### src/rtl/mouse_tracker.sv
// PS/2 mouse packet decoder: 3-byte packets -> clamped absolute cursor position and buttons.
// Latency: byte2 strobe in cycle N -> mouse_x/mouse_y/buttons/pkt_valid visible in cycle N+2.
// No backpressure: every rx_valid strobe is consumed; bad framing or stalls pulse sync_err.
module mouse_tracker #(
    parameter int H_MAX   = 639,
    parameter int V_MAX   = 479,
    parameter int X_INIT  = 320,
    parameter int Y_INIT  = 240,
    parameter int TIMEOUT = 1000000
) (
    input  logic       clk,
    input  logic       reset,
    input  logic [7:0] rx_data,
    input  logic       rx_valid,
    output logic [9:0] mouse_x,
    output logic [9:0] mouse_y,
    output logic       btn_left,
    output logic       btn_right,
    output logic       pkt_valid,
    output logic       sync_err
);

    localparam int CW = $clog2(TIMEOUT + 1);
    localparam logic [CW-1:0] CNT_MAX = CW'(TIMEOUT);
    localparam logic [10:0]   X_MAX_S = 11'(H_MAX);
    localparam logic [10:0]   Y_MAX_S = 11'(V_MAX);
    localparam logic [9:0]    X_RST   = 10'(X_INIT);
    localparam logic [9:0]    Y_RST   = 10'(Y_INIT);

    typedef enum logic [1:0] {
        WAIT_B0,
        WAIT_B1,
        WAIT_B2,
        UPDATE
    } state_t;

    typedef struct packed {
        logic y_ovf;
        logic x_ovf;
        logic y_sign;
        logic x_sign;
        logic sync_one;
        logic unused_b2;
        logic right;
        logic left;
    } hdr_t;

    state_t          state, state_nxt;
    logic [CW-1:0]   cnt, cnt_nxt;
    hdr_t            b0;
    logic [7:0]      b1, b2;
    logic            ld_b0, ld_b1, ld_b2;
    logic            bad_byte, tmo, do_update;
    logic [10:0]     dx, dy, nx, ny;
    logic [9:0]      x_clamp, y_clamp;

    always_ff @(posedge clk or negedge reset) begin
        if (!reset) begin
            state <= WAIT_B0;
            cnt   <= '0;
        end else begin
            state <= state_nxt;
            cnt   <= cnt_nxt;
        end
    end

    // UPDATE behaves like WAIT_B0 for incoming bytes so a back-to-back header is never lost.
    always_comb begin
        state_nxt = state;
        ld_b0     = 1'b0;
        ld_b1     = 1'b0;
        ld_b2     = 1'b0;
        bad_byte  = 1'b0;
        tmo       = 1'b0;
        do_update = 1'b0;
        case (state)
            WAIT_B0, UPDATE: begin
                do_update = (state == UPDATE);
                state_nxt = WAIT_B0;
                if (rx_valid) begin
                    if (rx_data[3]) begin
                        ld_b0     = 1'b1;
                        state_nxt = WAIT_B1;
                    end else begin
                        bad_byte  = 1'b1;
                    end
                end
            end
            WAIT_B1: begin
                if (rx_valid) begin
                    ld_b1     = 1'b1;
                    state_nxt = WAIT_B2;
                end else if (cnt == CNT_MAX) begin
                    tmo       = 1'b1;
                    state_nxt = WAIT_B0;
                end
            end
            WAIT_B2: begin
                if (rx_valid) begin
                    ld_b2     = 1'b1;
                    state_nxt = UPDATE;
                end else if (cnt == CNT_MAX) begin
                    tmo       = 1'b1;
                    state_nxt = WAIT_B0;
                end
            end
            default: state_nxt = WAIT_B0;
        endcase
    end

    always_comb begin
        cnt_nxt = '0;
        if ((state == WAIT_B1 || state == WAIT_B2) && !rx_valid && !tmo) begin
            cnt_nxt = cnt + CW'(1);
        end
    end

    always_comb begin
        dx = b0.x_ovf ? 11'd0 : {{3{b0.x_sign}}, b1};
        dy = b0.y_ovf ? 11'd0 : {{3{b0.y_sign}}, b2};
        // PS/2 +Y points up while screen rows grow downward.
        nx = {1'b0, mouse_x} + dx;
        ny = {1'b0, mouse_y} - dy;
        x_clamp = nx[9:0];
        if (nx[10]) begin
            x_clamp = 10'd0;
        end else if (nx > X_MAX_S) begin
            x_clamp = X_MAX_S[9:0];
        end
        y_clamp = ny[9:0];
        if (ny[10]) begin
            y_clamp = 10'd0;
        end else if (ny > Y_MAX_S) begin
            y_clamp = Y_MAX_S[9:0];
        end
    end

    always_ff @(posedge clk or negedge reset) begin
        if (!reset) begin
            b0 <= '0;
            b1 <= '0;
            b2 <= '0;
        end else begin
            if (ld_b0) b0 <= rx_data;
            if (ld_b1) b1 <= rx_data;
            if (ld_b2) b2 <= rx_data;
        end
    end

    always_ff @(posedge clk or negedge reset) begin
        if (!reset) begin
            mouse_x   <= X_RST;
            mouse_y   <= Y_RST;
            btn_left  <= 1'b0;
            btn_right <= 1'b0;
            pkt_valid <= 1'b0;
            sync_err  <= 1'b0;
        end else begin
            pkt_valid <= do_update;
            sync_err  <= bad_byte | tmo;
            if (do_update) begin
                mouse_x   <= x_clamp;
                mouse_y   <= y_clamp;
                btn_left  <= b0.left;
                btn_right <= b0.right;
            end
        end
    end

endmodule

### config.mk
export PLATFORM = sky130hd
export DESIGN_NAME = mouse_tracker
export DESIGN_NICKNAME = d
export VERILOG_FILES = /design/src/rtl/mouse_tracker.sv
export SDC_FILE = /design/constraint.sdc
export NUM_CORES = 1
export LEC_CHECK = 0
export ABC_AREA = 1
export BUFFER_PORTS_ARGS = -buffer_cell sky130_fd_sc_hd__buf_2
export CAP_MARGIN = 25
export CORE_ASPECT_RATIO = 1.1
export CORE_MARGIN = 2
export CORE_UTILIZATION = 45
export CTS_CLUSTER_SIZE = 12
export DETAILED_ROUTE_END_ITERATION = 6
export GPL_TIMING_DRIVEN = 0
export PLACE_DENSITY = 0.71
export SKIP_LAST_GASP = 1
export SLEW_MARGIN = 20
export SYNTH_ARGS = -nofsm -noshare
export SYNTH_HDL_FRONTEND = slang
export SYNTH_SLANG_ARGS = --single-unit
### constraint.sdc
create_clock -name clk -period 3.6 [get_ports clk]
set_input_delay 0.72 -clock clk [delete_from_list [all_inputs] [get_ports clk]]
set_output_delay 0.72 -clock clk [all_outputs]
set_load 0.05 [all_outputs]
==> summary.txt <==
Setup path
  • Slowest CP cell: fa_1
  • Data arrival time of the worst path: about 2.7 ns
  • Worst path cell trace: buf_2, nor2_1, ha_1, inv_1, fa_1, inv_1, nand3_1, nand2_2, nand2_1, nand2_2, nand3_2, nand2_1, nand2_2, a21oi_4, nand2_1, nand2_1
  • Reg2reg end: mouse_x[5]$_DFFE_PN0P_
  • Reg2reg setup slack: between 1 and 1.5 ns
  • Worst-path fanout max: 10
  • Max incr delay on CP: 0.39 ns
  • Cell mode on critical path: nand2_1
  • CP Capture Type: flip-flop
  • Number of cells on the worst reg-to-reg path: 16
  • Critical path class: flip-flop to flip-flop
  • Reg2reg start: b0[6]$_DFFE_PN0P_
  • Crit start category: flip-flop
  • CP required: slightly below 4 ns

Drt
  • 1st-iter DRT viols: about 190
  • DRT Wirelength: approximately 9400 µm
  • Vias: about 3800
  • Drc violations: 0
  • Antenna Violating Nets Remaining: 0
  • DRT Pass-1 Iters: 4
  • Drt wl/cell: roughly 13 µm
  • Via-per-instance ratio: just over 5

Clocking
  • CTS resizes: 0
  • CTS H-tree depth: 3
  • Post-CTS Setup Bufs: 0
  • CTS Hold Bufs: 0
  • CTS tree: yes
  • CTS clock-pin slew for the worst setup and hold paths: 0.08 ns
  • Sink Count: 68
  • Cts bufs inserted: 9
  • Root buffer cell: clkbuf_8
  • Max clock buf depth: 2
  • Clock latency on the worst-skew pair: 0.34 ns

Run status
  • Status: complete, no violations

Timing
  • Setup TNS: 0 ns
  • Worst slew pin tran: between 0.5 and 0.6 ns
  • RSZ-0062 raised after global routing: no
  • Setup Skew: roughly 0.0096 ns
  • Tmin final: approximately 2.4 ns
  • F_max: 413 MHz
  • Final setup vio count: 0
  • Worst hold slack: approximately 0.23 ns
  • Crit share post-route: 67.2%
  • Slew headroom: 62.4%
  • Pins Over Slew Limit: 0
  • Final hold vios: 0

Cells and area
  • Finished Cell Area: 4950 µm²
  • Share of cells above drive strength 1: between 10% and 20%
  • Ant. Diodes: 0
  • Nets: approximately 670
  • Most frequent cells in the layout: 193 x nand2_1, 81 x inv_1, 62 x dfrtp_1, 47 x nor2_1
  • Commonest non-fill, non-tap cell in the layout: nand2_1
  • Area growth syn-to-layout: 13.7%
  • FILL cells: a little over 900

Logic synthesis
  • Syn. warnings: 0
  • Syn Std Cell Area: 4350 µm²
  • Sequential share of the synthesized area: between 30% and 40%
  • Cells after synthesis: about 580
  • Net Count, Synth: 622
  • Synth unique cells: 38
  • Syn avg cell area: 7.48 µm²
  • FF+latch count, synth: 68

Floorplan
  • Core box area: between 9000 and 10000 µm²
  • # rows: 37
  • Die Area: 10500 µm²
  • Boundary Pins: 35
  • Initial Utilization: about 46%
  • Die Wd: a little under 100 µm
  • Die height: about 110 µm

Global routing
  • Vias in the first global route: between 3000 and 4000
  • First-pass GRT wire length: 16300 µm
  • Initial antenna violation count: 0
  • Gr usage total: about a fifth
  • Grt ovf: 0
  • Pin count of the biggest net entering global routing: 57

Place
  • Placed Area: ~4700 µm²
  • Post-DP HPWL: 7110 µm
  • Number of port buffers: 34
  • Gpl congestion: about 0.9

Pwr
  • Worst vdd ir: around 0.22 mV
  • Pwr dens: 582 nW/µm²
  • Lkg Pwr: 2.67 nW
  • Pwr Total: around 2.9 mW

Flow run
  • Max Cap Viol: 0

Min path
  • Hold crit path type: primary input to async pin
state kept, by name, indices dropped and copies added, names as in the netlist:
signal	flops
pkt_valid	1
cnt	20
state	2
btn_left	1
b2	8
mouse_y	10
sync_err	1
btn_right	1
b0	6
b1	8
mouse_x	10
worst max-delay path, delay by kind of cell, from the launching register on:
| family | cells | cell delay [ns] |
|---|---|---|
| buf+inv | 3 | 0.30 |
| fa+ha+maj | 2 | 0.57 |
| flops | 1 | 0.35 |
| simple gates | 10 | 0.85 |
| compound gates | 1 | 0.27 |
worst max-delay path by stage:
| stage | start | endpoint | slack (ns) | cells past startpoint |
|---|---|---|---|---|
| floorplan | mouse_x[0]$_DFFE_PN0P_ | mouse_x[1]$_DFFE_PN0P_ | 1.34 | 14 |
| detailed placement | b0[6]$_DFFE_PN0P_ | mouse_x[5]$_DFFE_PN0P_ | 1.17 | 16 |
| CTS | b0[6]$_DFFE_PN0P_ | mouse_x[5]$_DFFE_PN0P_ | 1.17 | 16 |
| global placement | b0[6]$_DFFE_PN0P_ | mouse_x[5]$_DFFE_PN0P_ | 1.21 | 16 |
| finish | b0[6]$_DFFE_PN0P_ | mouse_x[5]$_DFFE_PN0P_ | 1.18 | 16 |
| global route | b0[6]$_DFFE_PN0P_ | mouse_x[3]$_DFFE_PN0P_ | 0.88 | 16 |
cell usage after synthesis, drive strengths merged:
| library cell | n | area share (%) |
|---|---|---|
| a21oi | 17 | 2.4 |
| a31oi | 1 | 0.14 |
| and3 | 1 | 0.14 |
| buf | 2 | 0.37 |
| clkbuf | 5 | 0.43 |
| dfrtp | 62 | 36 |
| dfstp | 6 | 3.6 |
| fa | 2 | 0.92 |
| ha | 27 | 7.8 |
| inv | 84 | 7.2 |
| nand2 | 207 | 19 |
| nand3 | 38 | 4.8 |
| nand4 | 8 | 1.3 |
| nor2 | 57 | 6.0 |
| nor3 | 14 | 2.3 |
| nor3b | 5 | 0.98 |
| nor4 | 2 | 0.43 |
| o21ai | 26 | 3.1 |
| o21bai | 1 | 0.17 |
| o31ai | 1 | 0.17 |
| xnor2 | 6 | 1.2 |
| xor2 | 10 | 2.0 |
logic make-up after synthesis:
logic type / count (synthesis) / share of synthesized area [%]
and+or+nand+nor: 332 / 34.8
buffers and inverters: 91 / 8.05
DFF: 68 / 39.3
AOI/OAI and AO/OA: 46 / 5.95
adders and majority gates: 29 / 8.68
xor gates and xnor gates: 16 / 3.22
stage by stage:
stage,utilization (%),setup slack (ns),cells
2_1_floorplan,-,1.34,582
6_report,52.7,1.18,750
4_1_cts,52.7,1.17,750
3_5_place_dp,50.0,1.17,734
3_3_place_gp,49.7,1.21,733
5_1_grt,52.7,0.878,750
report_power, final:
part           leakage [nW]  internal, mW  switching (mW)
clock                 0.127         0.498           0.290
sequential            0.890         0.869          0.0661
combinational          1.66         0.379           0.779
layer usage:
metal / part of all wire (%) / GRT usage [%] / wire (µm) / up-vias
li1: - / - / - / 1918
met1: 44 / 23.9 / 4190 / 1793
met2: 50 / 33.1 / 4700 / 67
met3: 3.6 / 3.65 / 337 / 16
met4: 2.2 / 7.54 / 211 / 0
met5: 0 / 0 / 0 / -
cell type report:
type | instances | area [µm²] | area share [%]
Multi-Input combinational cell | 423 | 2290 | 46.3
Sequential cell | 68 | 1710 | 34.5
Inverter | 84 | 315 | 6.37
Timing Repair Buffer | 35 | 200 | 4.05
Clock buffer | 12 | 155 | 3.14
Tap cell | 117 | 146 | 2.96
Clock inverter | 4 | 95.1 | 1.92
Buffer | 7 | 35.0 | 0.708
No activity file was read; power rests on OpenSTA's default activity.
